==> config.mk <==
export PLATFORM = sky130hd
export DESIGN_NAME = serial_mag_cmp
export DESIGN_NICKNAME = d
export VERILOG_FILES = /design/src/rtl/cmp_pkg.sv /design/src/rtl/nib_cmp4.sv /design/src/rtl/serial_mag_cmp.sv
export SDC_FILE = /design/constraint.sdc
export NUM_CORES = 1
export LEC_CHECK = 0
export CAP_MARGIN = 20
export CORE_UTILIZATION = 50
export CTS_CLUSTER_SIZE = 25
export DETAILED_ROUTE_END_ITERATION = 6
export PLACE_DENSITY = 0.79
export SLEW_MARGIN = 25
export SYNTH_ARGS = -nofsm -noshare
export SYNTH_HDL_FRONTEND = slang
export SYNTH_SLANG_ARGS = --single-unit
==> constraint.sdc <==
create_clock -name clk -period 3.5 [get_ports clk]
set_input_delay 0.35 -clock clk [delete_from_list [all_inputs] [get_ports clk]]
set_output_delay 0.35 -clock clk [all_outputs]
set_load 0.05 [all_outputs]
==> src/rtl/cmp_pkg.sv <==
// rtl/cmp_pkg.sv - shared types and helpers for the serial magnitude comparator
package cmp_pkg;

    typedef enum logic [1:0] {
        ST_IDLE = 2'd0,
        ST_RUN  = 2'd1,
        ST_DONE = 2'd2
    } state_t;

    typedef struct packed {
        logic gt;
        logic lt;
        logic eq;
    } flags_t;

    localparam flags_t CASCADE_INIT = '{gt: 1'b0, lt: 1'b0, eq: 1'b1};

    function automatic int nib_count(input int w);
        return w / 4;
    endfunction

endpackage

==> src/rtl/nib_cmp4.sv <==
// rtl/nib_cmp4.sv - combinational 4-bit cascadable magnitude comparator stage
module nib_cmp4 (
    input  logic       cin_gt,
    input  logic       cin_lt,
    input  logic       cin_eq,
    input  logic [3:0] a,
    input  logic [3:0] b,
    output logic       cout_gt,
    output logic       cout_lt,
    output logic       cout_eq
);

    // A differing nibble decides outright; an equal nibble defers to the cascade.
    always_comb begin
        cout_gt = cin_gt;
        cout_lt = cin_lt;
        cout_eq = cin_eq;
        if (a > b) begin
            cout_gt = 1'b1;
            cout_lt = 1'b0;
            cout_eq = 1'b0;
        end else if (a < b) begin
            cout_gt = 1'b0;
            cout_lt = 1'b1;
            cout_eq = 1'b0;
        end
    end

endmodule

==> src/rtl/serial_mag_cmp.sv <==
// rtl/serial_mag_cmp.sv - W-bit magnitude comparator walking one nibble per clock, LSB first
module serial_mag_cmp
    import cmp_pkg::*;
#(
    parameter int W = 16
) (
    input  logic         clk,
    input  logic         rst,
    input  logic         in_valid,
    output logic         in_ready,
    input  logic [W-1:0] a,
    input  logic [W-1:0] b,
    input  logic         cin_gt,
    input  logic         cin_lt,
    input  logic         cin_eq,
    output logic         out_valid,
    input  logic         out_ready,
    output logic         gt,
    output logic         lt,
    output logic         eq,
    output logic         busy
);

    localparam int NIB   = nib_count(W);
    localparam int IDX_W = (NIB > 1) ? $clog2(NIB) : 1;
    localparam logic [IDX_W-1:0] LAST = IDX_W'(NIB - 1);

    if ((W % 4) != 0 || W < 4) begin : g_bad_width
        $fatal(1, "serial_mag_cmp: W must be a multiple of 4 and at least 4");
    end

    state_t           state;
    state_t           state_nx;
    logic [IDX_W-1:0] idx;
    logic [W-1:0]     a_q;
    logic [W-1:0]     b_q;
    flags_t           casc;
    flags_t           stage_out;
    logic [3:0]       nib_a;
    logic [3:0]       nib_b;

    always_comb begin
        nib_a = 4'h0;
        nib_b = 4'h0;
        for (int i = 0; i < NIB; i++) begin
            if (idx == IDX_W'(i)) begin
                nib_a = a_q[4*i +: 4];
                nib_b = b_q[4*i +: 4];
            end
        end
    end

    nib_cmp4 u_nib (
        .cin_gt  (casc.gt),
        .cin_lt  (casc.lt),
        .cin_eq  (casc.eq),
        .a       (nib_a),
        .b       (nib_b),
        .cout_gt (stage_out.gt),
        .cout_lt (stage_out.lt),
        .cout_eq (stage_out.eq)
    );

    always_comb begin
        state_nx = state;
        case (state)
            ST_IDLE: if (in_valid)     state_nx = ST_RUN;
            ST_RUN:  if (idx == LAST)  state_nx = ST_DONE;
            ST_DONE: if (out_ready)    state_nx = ST_IDLE;
            default:                   state_nx = ST_IDLE;
        endcase
    end

    always_ff @(posedge clk or posedge rst) begin
        if (rst) begin
            state <= ST_IDLE;
            idx   <= '0;
            a_q   <= '0;
            b_q   <= '0;
            casc  <= '0;
        end else begin
            state <= state_nx;
            case (state)
                ST_IDLE: begin
                    if (in_valid) begin
                        a_q  <= a;
                        b_q  <= b;
                        casc <= '{gt: cin_gt, lt: cin_lt, eq: cin_eq};
                        idx  <= '0;
                    end
                end
                ST_RUN: begin
                    casc <= stage_out;
                    // idx parks on the last nibble rather than wrapping.
                    if (idx != LAST) begin
                        idx <= idx + 1'b1;
                    end
                end
                default: ;
            endcase
        end
    end

    assign in_ready  = (state == ST_IDLE);
    assign out_valid = (state == ST_DONE);
    assign busy      = (state != ST_IDLE);
    assign gt        = casc.gt;
    assign lt        = casc.lt;
    assign eq        = casc.eq;

endmodule

Word-level counts from Yosys, hierarchy flattened:

Index checks and enable logic that the tools add are counted.

* memory bits (writable): 0
* memories kept: 0
* bits in read-only memories: 0
* register bits: 39
* latch bits: 0

* reduce and logical (&&, ||, !) cells: 8
* $add $sub $neg: 1
* shifts and indexed selects: 0
* multiplexer cells: 22
* divide/modulo/power cells: 0
* bitwise logic cells: 0
* $mul: 0
* eq/ne operators: 11
* magnitude comparators: 2

Operator list (count)
* $mux W4: 8
* $mux W2: 5
* $reduce_and A3 Y1: 3
* $ne A2 B2 Y1 const B: 4
* $eq A2 B2 Y1 const B: 3
* $pmux W2 S3: 1
* $pmux W3 S2: 1
* $mux W1: 5
* $eq A2 B1 Y1 const B: 2
* $gt A4 B4 Y1: 1
* $logic_not A2 Y1: 2
* $lt A4 B4 Y1: 1
* $pmux W2 S2: 1
* $reduce_bool A2 Y1: 2
* $mux W3: 1
* $ne A3 B1 Y1 const B: 1
* $add A2 B1 Y2 const B: 1
* $ne A2 B1 Y1 const B: 1
* $reduce_and A2 Y1: 1

Depth between registers and ports, before layout:

Gate-level depths: netlist of run 1.

* word-level depth: 9
* depth in mapped cells: 12
* gate-level depth less buffers: 11

By module:

Synthesis of run 1 repeated with hierarchy kept, for this count alone.

* cells, all modules: 159
* area total of the unflattened synthesis: 2060.7 um2

Modules (own cells, without submodules)
* serial_mag_cmp: times used 1, seq. area each 975.9 um2, cells an instance 142, area an instance 1923.1 um2
* nib_cmp4: times used 1, seq. area each 0.0 um2, cells an instance 17, area an instance 137.6 um2

Least setup slack after synthesis of run 1:

OpenSTA, ideal clock, no wires.

* path type: reg-to-reg
* start point: register idx[0]
* end point: register casc (netlist bit eq)
* cell stages (with the launch flop): 12
* buffers on the path: 2
* arrival: 2360 ps
* path slack: 1060 ps
* cells stage by stage: dfrtp_1 inv_1 ha_1 clkbuf_1 clkbuf_1 a21oi_1 a22oi_1 ha_1 a21oi_1 nand3b_1 a41oi_1 mux2i_1

* cells in the longest elaborated chain, start to end: 8
* elaborated cells between the ends (all ways): 18

Ends and longest elaborated chain
* from (decl): line serial_mag_cmp.sv:34 `logic [IDX_W-1:0] idx;`
* from (signal assigned): line serial_mag_cmp.sv:96 `idx <= idx + 1'b1;`
* $logic_not A2 Y1: line serial_mag_cmp.sv:46 `if (idx == IDX_W'(i)) begin`
* $mux W4 (4 in series): line serial_mag_cmp.sv:46
* $lt A4 B4 Y1 or $gt A4 B4 Y1 (tied branches): line nib_cmp4.sv:22, nib_cmp4.sv:18
* $ne A3 B1 Y1 (no line) or $mux W1 (tied branches)
* $reduce_and A3 Y1 (no line) or $pmux W3 S2 (tied branches)
* to (signal assigned): line serial_mag_cmp.sv:88 `casc <= '{gt: cin_gt, lt: cin_lt, eq: cin_eq};`
* to (signal assigned): line serial_mag_cmp.sv:93 `casc <= stage_out;`
* to (decl): line serial_mag_cmp.sv:37 `flags_t casc;`

Parallel ways exist; a longest one is shown, timed or not.
A chain may end at the register's enable or synchronous reset.

Worst setup path in the final report of run 1:

* start point: register idx[1]
* end point: register casc (netlist bit eq)

The elaborated chain is that of the path after synthesis.

==> out/qor.csv, run 1 <==
metric;value;unit
r2r endpoint;eq;
fin nets;263;
Final Cycle Share;0.7649;
Syn Std Cell Area;2019;um2
static leakage;1.156;nW
gr usage total;0.2183;
routed via count;1398;
Logic pwr share;0.517;
die height;65.55;um
clk root buf;clkbuf_8;
crit path time final;2.677;ns
Ports;45;
n_diodes;0;
first-pass GRT wire length;6844;um
Worst setup EP type;flop;
CTS Sinks;39;
Initial Utilization;0.5355;
Max-slew headroom;0.6116;
CTS tree;built;
RSZ-0062 raised after global routing;no;
total negative slack;0;ns
clock share of power;0.152;
area grow syn2layout;27.63;%
Worst setup SP type;flop;
share of cells above drive strength 1;0.1567;
largest net degree at the start of global routing;40;
Post-CTS Setup Repair Bufs;0;
initial antenna violation count;0;
Reg clk slew, reported paths;0.08;ns
CTS H-tree lvls;2;
worst r2r path cells;11;
CTS Buffer Depth;2;
register-to-register setup slack;0.82;ns
crit-path max FO;16;
Least-Margin Pin Slew;0.5826;ns
crit path DAT;2.89;ns
row count;22;
Synth Instances;174;
Max IR drop VDD;0.7466;mV
Int Power;1.572;mW
initial DRC count;72;
Sw Share;0.3813;
# DRC;0;
HPWL Detailed;2861;um
CTS hold repair buffers;0;
CTS buffer count;5;
Netlist cell types;31;
chip width;65.55;um
syn_nets;221;
Hold WS;0.4749;ns
Reg2Reg Launch Point;idx[1];
Slew Viols, Final;0;
area of the multi-input gates;927.1;um2
full die area;4297;um2
commonest non-fill, non-tap cell in the layout;clkdlybuf4s50_1;
WL per Instance;14.98;um
synthesis warning total;0;
FF/Latch Area;975.9;um2
drt pass-1 iters;4;
Min-Delay Path Class;in2async;
max-cap check violation count;0;
sequential share of power;0.331;
critical path type;reg2reg;
Psw;0.9689;mW
routed wire length;3971;um
DRT antenna net count;0;
PwrDens;985.9;nW/um2
syn avg cell area;11.61;um2
vias per inst;5.275;
RePlAce Congestion;0.7806;
commonest non-fill, non-tap cells in the layout;clkdlybuf4s50_1, dfrtp_1, mux2_4;
port bufs;44;
cell area after placement;2460;um2
clock latency on the worst-skew pair;0.29;ns
Worst EP required;3.71;ns
GRT overflow;0;
skew final;0.006729;ns
Placeable Area;3771;um2
cell area after layout;2577;um2
fillers;267;
final setup fails;0;
vias in the first global route;1453;
Hold Fails Final Rpt;0;
Seq/Total Area, Yosys;0.4833;
synthesized flop and latch total;39;
status;finished, final reports clean;
maximum clock frequency;373.5;MHz
post-CTS sizing;0;
-- power by group through the flow --
stage               registers [mW]  clock network [mW]  logic (mW)
floorplan                    0.842                   0        1.01
finish                       0.840               0.386        1.31
detailed placement           0.844                   0        1.32
global route                 0.864               0.409        1.46
global placement             0.837                   0        1.25
CTS                          0.842               0.391        1.32
-- cell type report --
class,instances,area share
Sequential cell,39,0.3786
Multi-Input combinational cell,112,0.3597
Timing Repair Buffer,45,0.1738
Clock buffer,6,0.03204
Tap cell,48,0.02330
Inverter,13,0.01893
Clock inverter,2,0.01359
-- worst max path at each step --
stage	startpoint	endpoint	slack (ns)
finish	idx[1]	eq	0.82
detailed placement	idx[1]	eq	0.82
global route	idx[1]	eq	0.57
global placement	idx[1]	eq	1.01
CTS	idx[1]	eq	0.81
floorplan	idx[0]	eq	1.06
-- registers in the layout (all words and copies together), names as in the netlist --
signal,cells
a_q,16
eq,1
lt,1
idx,2
gt,1
state,2
b_q,16
-- worst max-delay path: stages, from the launching register on --
cell	delay, ns
dfrtp_1	0.41
inv_1	0.09
ha_1	0.44
nand3b_1	0.17
a21oi_1	0.07
a21oi_1	0.14
o21ai_1	0.08
ha_1	0.32
a21oi_1	0.20
nand3b_1	0.10
a41oi_1	0.33
mux2i_1	0.23
-- Yosys cell counts --
library cell   n  share of area
dfrtp_1       39           0.48
mux2_4        22           0.16
a21oi_1       17          0.042
nand2_1       17          0.032
inv_1         13          0.024
ha_1           8          0.050
o21ai_1        8          0.020
mux2_1         6          0.033
clkbuf_1       5         0.0093
nand3b_1       5          0.019
a22oi_1        4          0.015
buf_6          4          0.022
o21ai_0        4         0.0099
nand2b_1       3         0.0093
nor2_1         2         0.0037
nor2b_1        2         0.0062
a211o_1        1         0.0043
a22o_1         1         0.0043
a41oi_1        1         0.0043
and2_1         1         0.0031
and2_4         1         0.0043
and2b_1        1         0.0037
and3_1         1         0.0031
buf_1          1         0.0019
mux2_2         1         0.0056
mux2i_1        1         0.0050
nor2_2         1         0.0031
o21bai_1       1         0.0037
o22a_1         1         0.0043
o22ai_1        1         0.0031
o2bb2ai_1      1         0.0043
-- logic make-up (layout without fill, tap and decap cells) --
kind of cell               after synthesis  after routing  share of synthesized area
DFF                                     39             39                     0.4833
adders and majority gates                8              8                    0.04957
muxes                                   30             30                     0.2076
and+or+nand+nor                         34             34                    0.08675
buffers and inverters                   23             66                    0.05762
AOI/OAI and AO/OA                       40             40                     0.1152
-- per-stage QoR --
step                      cells  total power [mW]  worst slack, ns  utilization
final                       265             2.541           0.8230       0.6835
after global routing        265             2.735           0.5663       0.6835
after CTS                   265             2.555           0.8112       0.6835
after detailed placement    257             2.159           0.8248       0.6523
after global placement      257             2.087            1.014       0.6523
after floorplan             174             1.848            1.060            -
-- layer usage --
layer / part of all wire / vias to the layer above / global-route usage / wire, um
met2: 0.47 / 42 / 0.3518 / 1886
met1: 0.46 / 672 / 0.2724 / 1819
li1: - / 678 / - / -
met4: 0.015 / 0 / 0.08424 / 60
met5: 0 / - / 0 / 0
met3: 0.052 / 6 / 0.06771 / 205
Power figures use the tool's default switching activity.
==> inputs of run 2 (changes only) <==
clock period = 2.7 ns   (was 3.5 ns; I/O delays follow)
==> out/qor.csv, run 2 (same netlist as run 1, synthesis figures left out) <==
metric;value;unit
port bufs;44;
initial DRC count;74;
Hold Fails Final Rpt;0;
most frequent CP cell;a21oi_1;
Worst setup SP type;flop;
dpl ws;0.02483;ns
skew final;0.006786;ns
vias per inst;5.230;
final setup fails;0;
Int Power;2.058;mW
die height;65.55;um
M1 GR Usage;0.2724;
crit-path max FO;16;
Least-Margin Pin Slew;0.5817;ns
chip width;65.55;um
n_diodes;0;
clk root buf;clkbuf_8;
# DRC;0;
clock latency on the worst-skew pair;0.29;ns
Initial Utilization;0.5355;
share of cells above drive strength 1;0.1751;
max-cap check violation count;0;
Regs by FF count;a_q: 16 flops, b_q: 16 flops;
status;finished, final reports clean;
CTS H-tree lvls;2;
RSZ-0062 raised after global routing;no;
sequential share of power;0.327;
gr usage total;0.2183;
clock share of power;0.151;
total negative slack;0;ns
Max IR drop VDD;0.9833;mV
fillers;266;
CTS Buffer Depth;2;
fin nets;263;
CP startpoint;idx[1];
crit path cell chain;inv_1 -> ha_2 -> nand3b_1 -> a21oi_1 -> a21oi_1 -> o21ai_1 -> ha_1 -> a21oi_1 -> nand3b_1 -> a41oi_2 -> mux2i_1;
CTS tree;built;
RePlAce Congestion;0.7806;
worst r2r path cells;11;
commonest non-fill, non-tap cells in the layout;clkdlybuf4s50_1, dfrtp_1, mux2_4;
DRT antenna net count;0;
critical path type;reg2reg;
Sw Share;0.3832;
cell area after placement;2460;um2
CP max-delay cell;dfrtp_1;
CTS Sinks;39;
drt pass-1 iters;4;
GRT overflow;0;
Psw;1.279;mW
area grow syn2layout;28.38;%
Worst EP required;2.91;ns
first-pass GRT wire length;6844;um
routed via count;1386;
Reg2Reg Launch Point;idx[1];
crit-path max cell delay;0.42;ns
Placeable Area;3771;um2
vias in the first global route;1453;
gr busiest metal;met2;
final worst setup slack;0.2336;ns
routed wire length;3988;um
CTS buffer count;5;
static leakage;1.152;nW
PwrDens;1287;nW/um2
row count;22;
full die area;4297;um2
Min-Delay Path Class;in2async;
HPWL Detailed;2861;um
Logic pwr share;0.522;
register-to-register setup slack;0.23;ns
Crit path max-delay family;compound AO/OA/AOI/OAI gates;
Max-slew headroom;0.6122;
maximum clock frequency;405.5;MHz
Post-CTS Setup Repair Bufs;0;
initial antenna violation count;0;
cell area after layout;2592;um2
WL per Instance;15.05;um
r2r endpoint;eq;
commonest non-fill, non-tap cell in the layout;clkdlybuf4s50_1;
Final Cycle Share;0.9135;
Reg clk slew, reported paths;0.08;ns
crit path buf inv count;1;
met2 Usage GRT;0.3518;
Ports;45;
crit path time final;2.466;ns
Worst setup EP type;flop;
met3 Use GR;0.06771;
crit path DAT;2.68;ns
Slew Viols, Final;0;
largest net degree at the start of global routing;40;
[run 2: cell counts in the layout (fill, tap and decap cells not counted)]
No cell type changed its count.
[run 2: how the worst max path moves through the flow]
stage,endpoint,slack [ns],cells after the start
2_1_floorplan,eq,0.26,11
3_3_place_gp,eq,0.21,11
3_5_place_dp,eq,0.02,11
4_1_cts,eq,0.01,11
5_1_grt,eq,0.03,11
6_report,eq,0.23,11
[run 2: through the flow]
stage,util,power [mW],hold WS [ns],cells
floorplan,-,2.395,0.3925,174
global placement,0.6523,2.706,0.4882,257
detailed placement,0.6523,2.799,0.4945,257
CTS,0.6835,3.311,0.4094,265
global route,0.6875,3.592,0.4692,265
finish,0.6875,3.337,0.3951,265
[run 2: power groups by stage]
stage,clock network (mW),registers [mW],logic (mW)
detailed placement,0,1.09,1.71
global placement,0,1.09,1.62
global route,0.532,1.12,1.94
finish,0.504,1.09,1.74
floorplan,0,1.09,1.30
CTS,0.507,1.09,1.71
[run 2: tightest hold or removal path: cells and delay by family]
family,cells,cell delay [ns]
buffers and inverters,3,0.87
[run 2: layout make-up]
type,instances,area (um2),area share
inverters,13,48.80,0.01882
clock buffers,6,82.58,0.03185
flip-flops and latches,39,975.9,0.3764
well taps,48,60.06,0.02317
clock inverters,2,35.03,0.01351
repair buffers,45,447.9,0.1728
multi-input cells,112,942.2,0.3634
[run 2: metal layers]
metal | wire (um) | vias to the layer above
met1 | 1863 | 660
met5 | 0 | -
li1 | - | 680
met4 | 61 | 0
met3 | 195 | 8
met2 | 1867 | 38
[run 2: repair_timing]
item / 4_1_cts / 5_1_grt
setup endpoints to repair: 0 / 3
hold buffers: 0 / 0
resized for setup: 0 / 4
==> variant, RTL diff (settings of run 1) <==
The parameter `W` goes from 16 to 8.
--- a/src/rtl/serial_mag_cmp.sv
+++ b/src/rtl/serial_mag_cmp.sv
@@ -3,5 +3,5 @@
     import cmp_pkg::*;
 #(
-    parameter int W = 16
+    parameter int W = 8
 ) (
     input  logic         clk,
Ports: changed (resized a and b); port bits go from 45 to 29. The function was not compared with the original's and may differ.
==> variant against run 1 <==
Combinational power fell by 45%. Sequential cell count fell by 17. Via count fell by 47%. Clock power fell by 72%. Routed wire length fell by 56%. Final area fell by 45%. Utilization rose by 2.0 points. Worst setup slack improved by 0.30 ns. Final cell count fell by 47%. Power fell by 49%. Area after synthesis fell by 46%. Critical path type unchanged. Critical endpoint is now gt. Highest routed layer unchanged.
==> variant: results (changes against run 1) <==
{
  "routed-wl-met2": {"value": 848, "unit": "microns", "change": "-55%"},
  "post-place-ws": {"value": 1.139, "unit": "ns", "change": "+0.3137 ns"},
  "cts.reportedPaths.clkPinSlew": {"value": 0.11, "unit": "ns", "change": "+0.03 ns"},
  "adder_cell_area_share_of_the_yosys_netlist": {"value": 4.598, "unit": "%", "change": "-0.36 points"},
  "crit-reg2reg-capture": {"value": "gt"},
  "leakage": {"value": 0.0006225, "unit": "uW", "change": "-46%"},
  "timing.clock.skew": {"value": 0.004038, "unit": "ns", "change": "-0.002691 ns"},
  "first_global_vias": {"value": 760, "change": "-48%"},
  "critPathMaxFanout": {"value": 11, "change": "-5"},
  "synth_seq_area_share": {"value": 50.57, "unit": "%", "change": "+2.2 points"},
  "detailroute.via_count": {"value": 738, "change": "-47%"},
  "placed_area": {"value": 0.001386, "unit": "sq mm", "change": "-44%"},
  "wl_per_cell": {"value": 12.39, "unit": "microns", "change": "-17%"},
  "max_stage_delay": {"value": 0.63, "unit": "ns", "change": "+0.19 ns"},
  "critPathSlowestCell": {"value": "dfrtp_1"},
  "synth.distinct_cells": {"value": 24, "change": "-23%"},
  "routabilityCongestion": {"value": 0.7657, "change": "-1.9%"},
  "hold-worst-slack": {"value": 0.5012, "unit": "ns", "change": "+0.02634 ns"},
  "post_synth_most_frequent_cells": {"value": "dfrtp_1 (22), mux2_2 (21), inv_1 (5)"},
  "port-buffer-count": {"value": 28, "change": "-36%"},
  "drive_gt1_share": {"value": 23.89, "unit": "%", "change": "+8.2 points"},
  "synth_area_per_cell": {"value": 12.96, "unit": "sq um", "change": "+12%"},
  "ff2ff_path_depth": {"value": 6, "change": "-5"},
  "outcome": {"value": "complete, no violations"},
  "initialDrtViolationCount": {"value": 1, "change": "-99%"},
  "cell_type_group_with_the_largest_total_delay_on_the_critical_path": {"value": "flip-flops"},
  "total_switching_power": {"value": 517.2, "unit": "uW", "change": "-47%"},
  "cts.htree.levels": {"value": 1, "change": "-1"},
  "dr_wl_met3": {"value": 57, "unit": "microns", "change": "-72%"},
  "clk_root_buffer_cell": {"value": "clkbuf_4"},
  "worst_voltage_drop_across_the_vdd_grid": {"value": 0.0004875, "unit": "V", "change": "-35%"}
}
-- variant: changes by cell type in the layout (fill, tap and decap cells not counted), moves of 6 or more --
| cell | delta |
|---|---|
| mux2_4 | -22 |
| nand2_1 | -13 |
| dfrtp_1 | -17 |
| a21oi_1 | -17 |
| clkdlybuf4s50_1 | -16 |
| o21ai_1 | -8 |
| clkbuf_8 | -6 |
| inv_1 | -8 |
| mux2_2 | +20 |
| mux2_1 | -6 |
-- variant: worst max-delay path by stage --
stage	cells past startpoint	start	to	slack [ns]
after global routing	6	idx	gt	1.0
after CTS	6	idx	gt	1.11
after floorplan	7	idx	gt	1.34
final	6	idx	gt	1.12
after detailed placement	6	idx	gt	1.14
after global placement	6	idx	gt	1.18
-- variant: metal layers --
metal | vias up | global-route usage, %
met5 | - | 0
met4 | 0 | 7.353
met3 | 4 | 3.774
met2 | 16 | 29.40
met1 | 363 | 22.22
li1 | 355 | -
-- variant: area by class of cell --
type | count | area, sq um | share of cell area, %
Inverter | 5 | 18.77 | 1.332
Timing Repair Buffer | 28 | 280.3 | 19.89
Clock buffer | 3 | 22.52 | 1.599
Tap cell | 27 | 33.78 | 2.398
Multi-Input combinational cell | 55 | 503.0 | 35.70
Sequential cell | 22 | 550.5 | 39.08
-- variant: power by group through the flow --
stage | clock, uW | sequential (uW) | combinational, uW
after global placement | 0 | 483 | 709
after CTS | 114 | 479 | 731
after floorplan | 0 | 499 | 541
after global routing | 122 | 503 | 796
after detailed placement | 0 | 485 | 727
final | 109 | 477 | 719
-- variant: worst reg2reg max path, stage by stage (launching register included) --
cell     delay [ns]
dfrtp_1        0.63
mux2_2         0.39
ha_1           0.32
a21oi_2        0.16
or3b_1         0.36
a21o_1         0.19
a22o_1         0.23
